## src/rtl/alarm_ctrl.sv

```systemverilog
// alarm_ctrl: multi-zone alarm controller with exit/entry delays and zone latching.
// Five-state arming sequence (DISARMED, EXIT, ARMED, ENTRY, ALARM) clocked on Clk2.
// The state code is exposed on digit for the 7-segment decoder and for checkers.
// Optional feature macro: ALARM_CTRL_LOCKOUT_EN builds a wrong-code counter that
// forces ALARM after MAX_FAILS bad codes while EXIT, ARMED or ENTRY.
//
// Handshake: arm_p and disarm_p are single-cycle pulses with no backpressure; a
// pulse is consumed at the Clk2 edge where it is high, and code_in is only
// meaningful at that same edge.
module alarm_ctrl #(
   parameter int             ZONES       = 4,
   parameter int             CODE_W      = 4,
   parameter bit [CODE_W-1:0] CODE       = 4'b0001,
   parameter int             EXIT_TICKS  = 8,
   parameter int             ENTRY_TICKS = 8,
   parameter int             MAX_FAILS   = 3
) (
   input  logic              Clk2,
   input  logic              reset,
   input  logic              arm_p,
   input  logic              disarm_p,
   input  logic [CODE_W-1:0] code_in,
   input  logic [ZONES-1:0]  zone,
   output logic              Led,
   output logic              armed_led,
   output logic [ZONES-1:0]  zone_latch,
   output logic [3:0]        digit
);

   localparam int MAX_T = (EXIT_TICKS > ENTRY_TICKS) ? EXIT_TICKS : ENTRY_TICKS;
   localparam int TW    = ($clog2(MAX_T) < 1) ? 1 : $clog2(MAX_T);
   localparam logic [TW-1:0] EXIT_LOAD  = TW'(EXIT_TICKS - 1);
   localparam logic [TW-1:0] ENTRY_LOAD = TW'(ENTRY_TICKS - 1);

   // Reject parameter sets the counters and ports cannot represent.
   if (ZONES < 1 || ZONES > 8) begin : g_bad_zones
      $error("alarm_ctrl: ZONES must be 1..8");
   end
   if (MAX_FAILS < 1 || MAX_FAILS > 3) begin : g_bad_fails
      $error("alarm_ctrl: MAX_FAILS must be 1..3 for the 2-bit fail counter");
   end
   if (EXIT_TICKS < 1 || ENTRY_TICKS < 1) begin : g_bad_ticks
      $error("alarm_ctrl: delays must be at least one cycle");
   end

   typedef enum logic [2:0] {
      S_DISARMED = 3'd0,
      S_EXIT     = 3'd1,
      S_ARMED    = 3'd2,
      S_ENTRY    = 3'd3,
      S_ALARM    = 3'd4
   } state_t;

   state_t           state, state_nx;
   logic [TW-1:0]    timer, timer_nx;
   logic [ZONES-1:0] zsync1, zs;
   logic [ZONES-1:0] latch_q, latch_nx;
   logic             ok;
   logic             zone_hit;
   logic             arm_go;
   logic             guarded;
   logic             lock_trip;

   assign ok       = disarm_p & (code_in == CODE);
   assign zone_hit = |zs;
   assign guarded  = (state == S_EXIT) | (state == S_ARMED) | (state == S_ENTRY);
   // disarm_p in the same cycle cancels an arm request.
   assign arm_go   = (state == S_DISARMED) & arm_p & ~disarm_p & ~zone_hit;

   // Two-flop synchroniser for the asynchronous sensor lines.
   always_ff @(posedge Clk2 or negedge reset) begin
      if (!reset) begin
         zsync1 <= '0;
         zs     <= '0;
      end else begin
         zsync1 <= zone;
         zs     <= zsync1;
      end
   end

`ifdef ALARM_CTRL_LOCKOUT_EN
   logic [1:0] fail_q, fail_nx, fail_inc;
   logic       bad;

   assign bad      = disarm_p & ~ok;
   assign fail_inc = (fail_q == 2'd3) ? fail_q : fail_q + 2'd1;

   // Wrong-code counter: counts bad codes only while the system is arming or armed.
   always_comb begin
      fail_nx   = fail_q;
      lock_trip = 1'b0;
      if (ok || arm_go) begin
         fail_nx = 2'd0;
      end else if (guarded && bad) begin
         fail_nx   = fail_inc;
         lock_trip = (int'(fail_inc) >= MAX_FAILS);
      end
   end

   // Fail counter register.
   always_ff @(posedge Clk2 or negedge reset) begin
      if (!reset) fail_q <= 2'd0;
      else        fail_q <= fail_nx;
   end
`else
   assign lock_trip = 1'b0;
`endif

   // State, delay timer and zone latch registers.
   always_ff @(posedge Clk2 or negedge reset) begin
      if (!reset) begin
         state   <= S_DISARMED;
         timer   <= '0;
         latch_q <= '0;
      end else begin
         state   <= state_nx;
         timer   <= timer_nx;
         latch_q <= latch_nx;
      end
   end

   // Next-state logic: a valid code wins, then lockout, then timer and zone events.
   always_comb begin
      state_nx = state;
      timer_nx = timer;
      latch_nx = latch_q;
      if (state == S_ENTRY || state == S_ALARM) begin
         latch_nx = latch_q | zs;
      end
      case (state)
         S_DISARMED: begin
            if (arm_go) begin
               state_nx = S_EXIT;
               timer_nx = EXIT_LOAD;
               latch_nx = '0;
            end
         end
         S_EXIT: begin
            if (ok)                  state_nx = S_DISARMED;
            else if (lock_trip)      state_nx = S_ALARM;
            else if (timer == '0)    state_nx = S_ARMED;
            else                     timer_nx = timer - 1'b1;
         end
         S_ARMED: begin
            if (ok) begin
               state_nx = S_DISARMED;
            end else if (lock_trip) begin
               state_nx = S_ALARM;
            end else if (zone_hit) begin
               state_nx = S_ENTRY;
               timer_nx = ENTRY_LOAD;
               latch_nx = latch_q | zs;
            end
         end
         S_ENTRY: begin
            if (ok)                  state_nx = S_DISARMED;
            else if (lock_trip)      state_nx = S_ALARM;
            else if (timer == '0)    state_nx = S_ALARM;
            else                     timer_nx = timer - 1'b1;
         end
         S_ALARM: begin
            if (ok) state_nx = S_DISARMED;
         end
         default: begin
            state_nx = S_DISARMED;
            timer_nx = '0;
         end
      endcase
   end

   assign Led        = (state == S_ALARM);
   assign armed_led  = guarded;
   assign zone_latch = latch_q;
   assign digit      = {1'b0, state};

endmodule

```

## config.mk

```make
export PLATFORM = sky130hd
export DESIGN_NAME = alarm_ctrl
export DESIGN_NICKNAME = d
export VERILOG_FILES = /design/src/rtl/alarm_ctrl.sv
export SDC_FILE = /design/constraint.sdc
export NUM_CORES = 1
export LEC_CHECK = 0
export CORE_MARGIN = 1.5
export CORE_UTILIZATION = 38
export CTS_BUF_LIST = sky130_fd_sc_hd__clkbuf_4
export DETAILED_ROUTE_END_ITERATION = 7
export GPL_TIMING_DRIVEN = 0
export PLACE_DENSITY_LB_ADDON = 0.3
export REMOVE_ABC_BUFFERS = 1
export SLEW_MARGIN = 20
export SYNTH_ARGS = -nofsm -noshare
export SYNTH_HDL_FRONTEND = slang
export SYNTH_SLANG_ARGS = --single-unit
```

## constraint.sdc

```tcl
create_clock -name Clk2 -period 1.63 [get_ports Clk2]
set_input_delay 0.2445 -clock Clk2 [delete_from_list [all_inputs] [get_ports Clk2]]
set_output_delay 0.2445 -clock Clk2 [all_outputs]
set_load 0.03 [all_outputs]
```

## Word level (Yosys, flattened, before mapping)

Cells that the tools add are included.
Widths: inputs -> output; s select.

| word-level totals | value |
|---|---|
| flip-flop bits (word level) | 18 |
| output and inout bits | 10 |
| word-level logic and storage cells | 57 |

| cells by class | value |
|---|---|
| add/subtract/negate cells | 1 |
| equal/unequal tests | 14 |
| muxes and demuxes | 20 |
| bitwise logic cells | 10 |
| reductions and logical operators | 7 |

Operator list:

| operator | count |
|---|---|
| $mux 3 | 13 |
| $mux 4 | 4 |
| $pmux 3 s5 | 1 |
| $pmux 3 s4 | 1 |
| $ne 2x2->1 const B | 5 |
| $pmux 4 s2 | 1 |
| $eq 3x2->1 const B | 2 |
| $logic_not 3->1 | 2 |
| $ne 3x2->1 const B | 2 |
| $reduce_and 6->1 | 1 |
| $reduce_and 5->1 | 1 |
| $and 1x1->1 | 4 |
| $eq 4x1->1 const B | 1 |
| $or 4x4->4 | 1 |
| $reduce_or 4->1 | 1 |
| $eq 3x1->1 const B | 1 |
| $eq 3x3->1 const B | 1 |
| $ne 3x3->1 const B | 1 |
| $not 1->1 | 3 |
| $sub 3x1->3 const B | 1 |
| $ne 2x1->1 const B | 1 |
| $or 1x1->1 | 2 |
| $reduce_or 2->1 | 1 |
| $logic_or 1x1->1 | 1 |

## Depth between registers and ports, before layout

Gate-level depths: netlist (run 1).

| logic depth | value |
|---|---|
| word-level depth | 6 |
| gate-level depth with buffers | 6 |
| gate-level depth less buffers | 6 |

## Worst setup path after synthesis (run 1)

Ideal clock, no wire load.

| timing path | value |
|---|---|
| kind | flip-flop to flip-flop |
| start | register state[0] |
| end | register latch_q[2] (netlist: zone_latch[2]) |
| arrival time | 1431 ps |
| data required time | 1509 ps |
| path slack | 78 ps |
| cell stages (with the launch flop) | 5 |
| period minus slack after synthesis | 1552 ps |
| cell sequence | dfrtp_1 nor2_1 nand4b_1 or2_4 a22o_1 |

| on the way | value |
|---|---|
| cells in the longest elaborated chain, start to end | 6 |
| elaborated cells on any way between the ends | 13 |
| those cells by class | eq/ne (3); mux (5); bitwise (3); reduce/logical (2) |

Ends and longest elaborated chain:

| element | RTL line | text |
|---|---|---|
| from (decl) | 54 | `state_t state, state_nx;` |
| from (signal assigned) | 116 | `state <= state_nx;` |
| $eq 3x2->1 (tied with other cells) | 127 | `if (state == S_ENTRY \|\| state == S_ALARM) begin` |
| $logic_or 1x1->1 or $and 1x1->1 (tied branches) | 127, 68 |  |
| $mux 4 or $and 1x1->1 (tied branches) | 127, 68 |  |
| $mux 4 or $and 1x1->1 (tied branches) | 149, 68 |  |
| $mux 4, on equally long branches | 145, 132 |  |
| $pmux 4 s2 (*) | 130 | `case (state)` |
| net latch_nx[2] | 57 | `logic [ZONES-1:0] latch_q, latch_nx;` |
| to (signal assigned) | 118 | `latch_q <= latch_nx;` |
| to (decl) | 57 |  |

Mark *: on every way through the listed nets, which the timed path passes. The rest lies on a longest branch.
A chain may end at the register's enable or synchronous reset.

## Worst setup path after layout (run 1)

| timing path | value |
|---|---|
| start | register zs[2] |
| end | register latch_q[3] (netlist: zone_latch[3]) |

| on the way | value |
|---|---|
| cells in the longest elaborated chain, start to end | 5 |
| elaborated cells on any way between the ends | 7 |
| those cells by class | mux (4); bitwise (2); reduce/logical (1) |

Ends and longest elaborated chain:

| element | RTL line | text |
|---|---|---|
| from (decl) | 56 | `logic [ZONES-1:0] zsync1, zs;` |
| from (signal assigned) | 77 | `zs <= zsync1;` |
| $reduce_or 4->1 (*) | 65 | `assign zone_hit = \|zs;` |
| $not 1->1 | 68 | `assign arm_go = (state == S_DISARMED) & arm_p & ~disarm_p & ~zone_hit;` |
| $and 1x1->1 | 68 |  |
| $mux 4 | 132 | `if (arm_go) begin` |
| $pmux 4 s2 (*) | 130 |  |
| net latch_nx[3] | 57 |  |

Marked as above.

==> results of run 1 <==
==> final timing paths <==
check	from	depth (start not counted)	end	slack (ns)
max	zs[2]	4	zone_latch[3]	0.06
min	zsync1[1]	0	zs[1]	0.36
max reg2reg	zs[2]	4	zone_latch[3]	0.06
min reg2reg	zsync1[1]	0	zs[1]	0.36
max in group asynchronous	reset	1	state[0]	0.70
min in group asynchronous	reset	1	zone_latch[3]	0.40
==> metal layers <==
metal	track usage	vias up	wire [µm]
met5	0	-	0
met4	0.0762	0	22
met3	0.0463	2	117
met2	0.218	24	692
met1	0.194	268	691
li1	-	292	-
==> layout make-up <==
cell class	count	area (µm²)
clock buffer	3	22.5
clock inverter	1	3.75
fill	187	883
inverter	4	15.0
multi-input combinational	42	324
sequential	18	454
tap	27	33.8
timing repair buffer	24	225
==> power groups by stage <==
stage | registers, mW | clock network (mW) | logic [mW]
3_3_place_gp | 0.626 | 0 | 0.603
2_1_floorplan | 0.678 | 0 | 0.356
5_1_grt | 0.633 | 0.246 | 0.726
4_1_cts | 0.635 | 0.221 | 0.593
3_5_place_dp | 0.629 | 0 | 0.610
6_report | 0.620 | 0.212 | 0.656
==> per-stage QoR <==
step           std cells  hold WS (ns)  total power, mW
3_3_place_gp         111         0.332             1.23
4_1_cts              115         0.358             1.45
6_report             119         0.355             1.49
2_1_floorplan         64       -0.0511             1.03
3_5_place_dp         111         0.335             1.24
5_1_grt              119         0.363             1.61
==> kinds of logic (layout without fill, tap and decap cells) <==
group,count (synthesis),in the layout,synth area share
simple gates,18,18,0.148
fa+ha+maj,2,2,0.0319
flops,18,18,0.574
xor+xnor,1,1,0.0112
buf+inv,6,32,0.0335
compound gates,20,20,0.196
other cells,1,1,0.00478
==> worst register-to-register path: cells and delay by family (launching register included) <==
| family | cells | cell delay [ns] |
|---|---|---|
| DFF | 1 | 0.42 |
| and+or+nand+nor | 3 | 0.82 |
| AOI/OAI and AO/OA | 1 | 0.24 |
==> what timing repair did <==
item | in CTS | in global routing
setup endpoints to repair | 5 | 9
pin swaps | 0 | 1
gates resized for setup | 12 | 5
setup buffers | 0 | 4
==> cell usage after synthesis, types with 2 or more instances <==
| library cell | count |
|---|---|
| ha_1 | 2 |
| dfrtp_1 | 18 |
| a21oi_1 | 2 |
| nor2_1 | 3 |
| nor3b_1 | 2 |
| inv_1 | 3 |
| o211ai_1 | 2 |
| nand2_1 | 4 |
| o21ai_1 | 3 |
| nand3b_1 | 2 |
| a22o_1 | 4 |
==> registers in the layout, indices dropped and copies added, names as in the netlist <==
register and count:
state 3, timer 3, zone_latch 4, zs 4, zsync1 4
==> impl_results.md, run 1 <==
- Clk network pwr share: 0.142
- Synthesis Warnings: 0
- Crit path cell chain: nor4_4 > nand4b_1 > or2_4 > a22o_1
- Yosys top cell by area: dfrtp_1
- Slew of the pin with the lowest slew margin: 0.759 ns
- Per-cell routed wire length: 12.8 µm
- Syn Area/Cell: 11.9 µm²
- Post-synth top area share: 0.574
- Max-cap viol count: 0
- Critical path endpoint category: register
- CTS tree: done
- Commonest non-fill, non-tap cell in the layout: dfrtp_1
- WS Path Type: reg -> reg
- Startpoint Class: register
- Via density: 4.92
- Sequential area share after synthesis: 0.574
- Initial antenna violation count: 0
- Final nets: 107
- Clock Pin Slew Worst Setup and Hold Paths: 0.10 ns
- Die height: 48.4 µm
- First-pass GRT wire length: 2620 µm
- Design area: 0.00108 mm²
- Die width: 48.4 µm
- Starting DRT DRC Count: 11
- Post-Syn Instances: 66
- H-tree level count: 1
- Ports: 22
- Top cells by area, synth: dfrtp_1 (57%), a22o_1 (4.5%), ha_1 (3.2%)
- GRT overflow: 0
- FF+latch count, synth: 18
- CTS sink count: 18
- Routed Antenna Nets: 0
- CTS max path bufs: 2
- Largest net degree at the start of global routing: 19
- Hold WC Path Type: reg -> reg
- Number of diodes: 0
- Sequential share of power: 0.417
- Via count: 586
- Rows: 16
- Fmax: 636 MHz
- Final setup TNS: 0 ns
- DIE AREA: 0.00235 mm²
- Number of global-route vias before repair: 548
- Clock root buffer: clkbuf_4
- Placed instance area: 0.00101 mm²
- Slowest stage delay, CP: 0.42 ns
- EDFF count, synth: 0
- Gr usage total: 0.147
- PwrDens: 1380 mW/mm²
- Switch share: 0.375
- Ys flop type: dfrtp_1
- DP Worst Slack: -0.202 ns
- Most frequent cells in the layout: dfrtp_1 (15), clkdlybuf4s50_1 (13)
- Combinational power share: 0.441
- Final hold vios: 0
- Core area: 0.00196 mm²
- Crit Path Max Fanout: 4
- GPL Wtd Cong: 0.899
- Hpwl dp: 1100 µm
- Worst EP required: 1.81 ns
- Status: finished clean
- Num CTS Buffers: 3
- Crit path max-delay family: simple AND/OR/NAND/NOR gates
- Final Skew: 0.00388 ns
- Remaining DRCs: 0
- Min Tclk post-route: 1.57 ns
- Synthesized area: 785 µm²
- Final wirelength: 1520 µm
- Layout area overhead: 37.5%
- Net Sw Power: 0.558 mW
- Share of cells above drive strength 1: 0.196
- Final setup viols: 0
- Asr flop ratio synth: 1.00
- Slew Limit Fails: 0
- Initial Util: 0.400
- Worst Path Arrival: 1.75 ns
- Worst setup margin: 0.0566 ns
- Count of buffers from port buffering: 20
- Synth cell types: 32
- RSZ-0062 raised after global routing: yes
- Detailed-router iteration count before antenna repair: 4
- Worst skew pair latency: 0.28 ns
- P_int: 0.930 mW
- Crit path buf inv count: 0
- Final Core Density: 0.550
- CTS Hold Bufs: 0
- Final period util: 0.965
- Crit path max-delay cell type: dfrtp_1
- Slew HR: 0.492
- Leak pwr: 0.457 nW
- Max VDD drop: 535 µV
Note: power is estimated with default switching activity, not from simulation.
==> run 2, diff against run 1 <==
--- a/config.mk
+++ b/config.mk
@@ -9,7 +9,6 @@
 export CORE_UTILIZATION = 38
 export CTS_BUF_LIST = sky130_fd_sc_hd__clkbuf_4
 export DETAILED_ROUTE_END_ITERATION = 7
-export GPL_TIMING_DRIVEN = 0
 export PLACE_DENSITY_LB_ADDON = 0.3
 export REMOVE_ABC_BUFFERS = 1
 export SLEW_MARGIN = 20
==> run 2 against run 1 <==
Effect of this change:
- die area is the same
- hold slack got worse by 0.097 ns
- critical path depth shrank 3
- total power up 0.82%
- sequential cell count did not move
- combinational power is 4.4% higher
- first-iteration DRC count down 55%
- final area increased by 2.1%
- global-route usage up 1.5 points
- utilization increased by 1.1 points
- via count rose by 6.3%
- critical endpoint is now zone_latch[2]
==> impl_results.md, run 2 (same netlist as run 1, synthesis figures left out) <==
- Status: finished clean
- Crit path cell chain: clkdlybuf4s50_1
- Final Skew: 0.00856 ns
- Worst EP required: 1.39 ns
- Multi-input logic area: 319 µm²
- Crit path max-delay family: buffers and inverters
- Slew Limit Fails: 0
- Hold WC Path Type: in -> async
- CTS sink count: 18
- Routed wl met2: 731 µm
- Max VDD drop: 609 µV
- Number of diodes: 0
- Final hold vios: 0
- Storage cell area: 450 µm²
- Final nets: 110
- Final setup viols: 0
- Crit path buf inv count: 1
- Min Hold Slack: 0.258 ns
- Number of global-route vias before repair: 615
- Remaining DRCs: 0
- GPL Wtd Cong: 0.836
- Rows: 16
- H-tree level count: 1
- First-pass GRT wire length: 2830 µm
- Die width: 48.4 µm
- Count of buffers from port buffering: 20
- Via density: 5.11
- Commonest non-fill, non-tap cell in the layout: dfrtp_1
- Clock Pin Slew Worst Setup and Hold Paths: 0.11 ns
- Startpoint Class: register
- RSZ-0062 raised after global routing: no
- Crit Path Max Fanout: 2
- Final wirelength: 1580 µm
- Most frequent cells in the layout: dfrtp_1 (18), clkdlybuf4s50_1 (12), buf_4 (8)
- DIE AREA: 0.00235 mm²
- Hpwl dp: 1170 µm
- Worst setup margin: 0.0641 ns
- Min Tclk post-route: 1.57 ns
- Starting DRT DRC Count: 5
- Via count: 623
- Initial Util: 0.400
- Max-cap viol count: 0
- Max layer used: met4
- Num CTS Buffers: 3
- Crit path max-delay cell type: clkdlybuf4s50_1
- CTS tree: done
- Ports: 22
- Slowest stage delay, CP: 0.67 ns
- CTS Hold Bufs: 0
- Worst skew pair latency: 0.30 ns
- Largest net degree at the start of global routing: 19
- DR WL met3: 114 µm
- Gr usage total: 0.162
- Per-cell routed wire length: 13.0 µm
- WS Path Type: reg -> out
- Clock root buffer: clkbuf_4
- PwrDens: 1360 mW/mm²
- CTS max path bufs: 2
- DP Worst Slack: -0.0255 ns
- Fillers: 176
- Initial antenna violation count: 0
- GRT overflow: 0
- Final period util: 0.961
- Leak pwr: 0.490 nW
- Routed Antenna Nets: 0
- Die height: 48.4 µm
- M1 wire length: 682 µm
- Share of cells above drive strength 1: 0.189
- Layout area overhead: 40.4%
- Detailed-router iteration count before antenna repair: 4
- Fmax: 639 MHz
- Core area: 0.00196 mm²
- Worst Path Arrival: 1.32 ns
- Critical path endpoint category: primary output
## run 2: final timing paths
path	slack, ns	endpoint	cells past startpoint	start
max in group asynchronous	1.18	zsync1[0]	2	reset
worst max register to register	0.07	zone_latch[1]	4	zs[2]
worst max-delay path	0.06	zone_latch[2]	1	zone_latch[2]
min in group Clk2	0.36	zs[1]	0	zsync1[1]
worst min-delay path	0.26	state[0]	2	reset
worst min register to register	0.36	zs[1]	0	zsync1[1]
## run 2: final cells by class
| class | instances | area share |
|---|---|---|
| flip-flops and latches | 18 | 0.409 |
| clock inverters | 1 | 0.00341 |
| inverters | 4 | 0.0136 |
| multi-input cells | 42 | 0.290 |
| well taps | 27 | 0.0307 |
| clock buffers | 3 | 0.0205 |
| repair buffers | 27 | 0.233 |
## run 2: routing by layer
| layer | global-route usage | vias up |
|---|---|---|
| li1 | - | 301 |
| met2 | 0.257 | 22 |
| met5 | 0 | - |
| met3 | 0.0586 | 6 |
| met1 | 0.180 | 294 |
| met4 | 0.114 | 0 |
## run 2: per-stage QoR
stage               cells  instance area (µm²)  total power, mW  utilization  setup TNS (ns)
global route          122                 1100             1.62        0.561               0
finish                122                 1100             1.50        0.561               0
floorplan              64                  773             1.03            -               0
global placement      117                 1050             1.28        0.535               0
detailed placement    117                 1050             1.29        0.535         -0.0433
CTS                   121                 1070             1.50        0.547               0
## run 2: repair_timing
action / in CTS / in global routing
pin swaps: 0 / 1
gates resized for setup: 3 / 6
endpoints found under the setup margin: 3 / 10
setup buffers: 0 / 1
## run 2: report_power, final
part	total, mW	internal, mW	switching [mW]
registers	0.587	0.530	0.0573
clock network	0.228	0.0891	0.139
logic	0.685	0.312	0.373
total	1.50	0.931	0.569
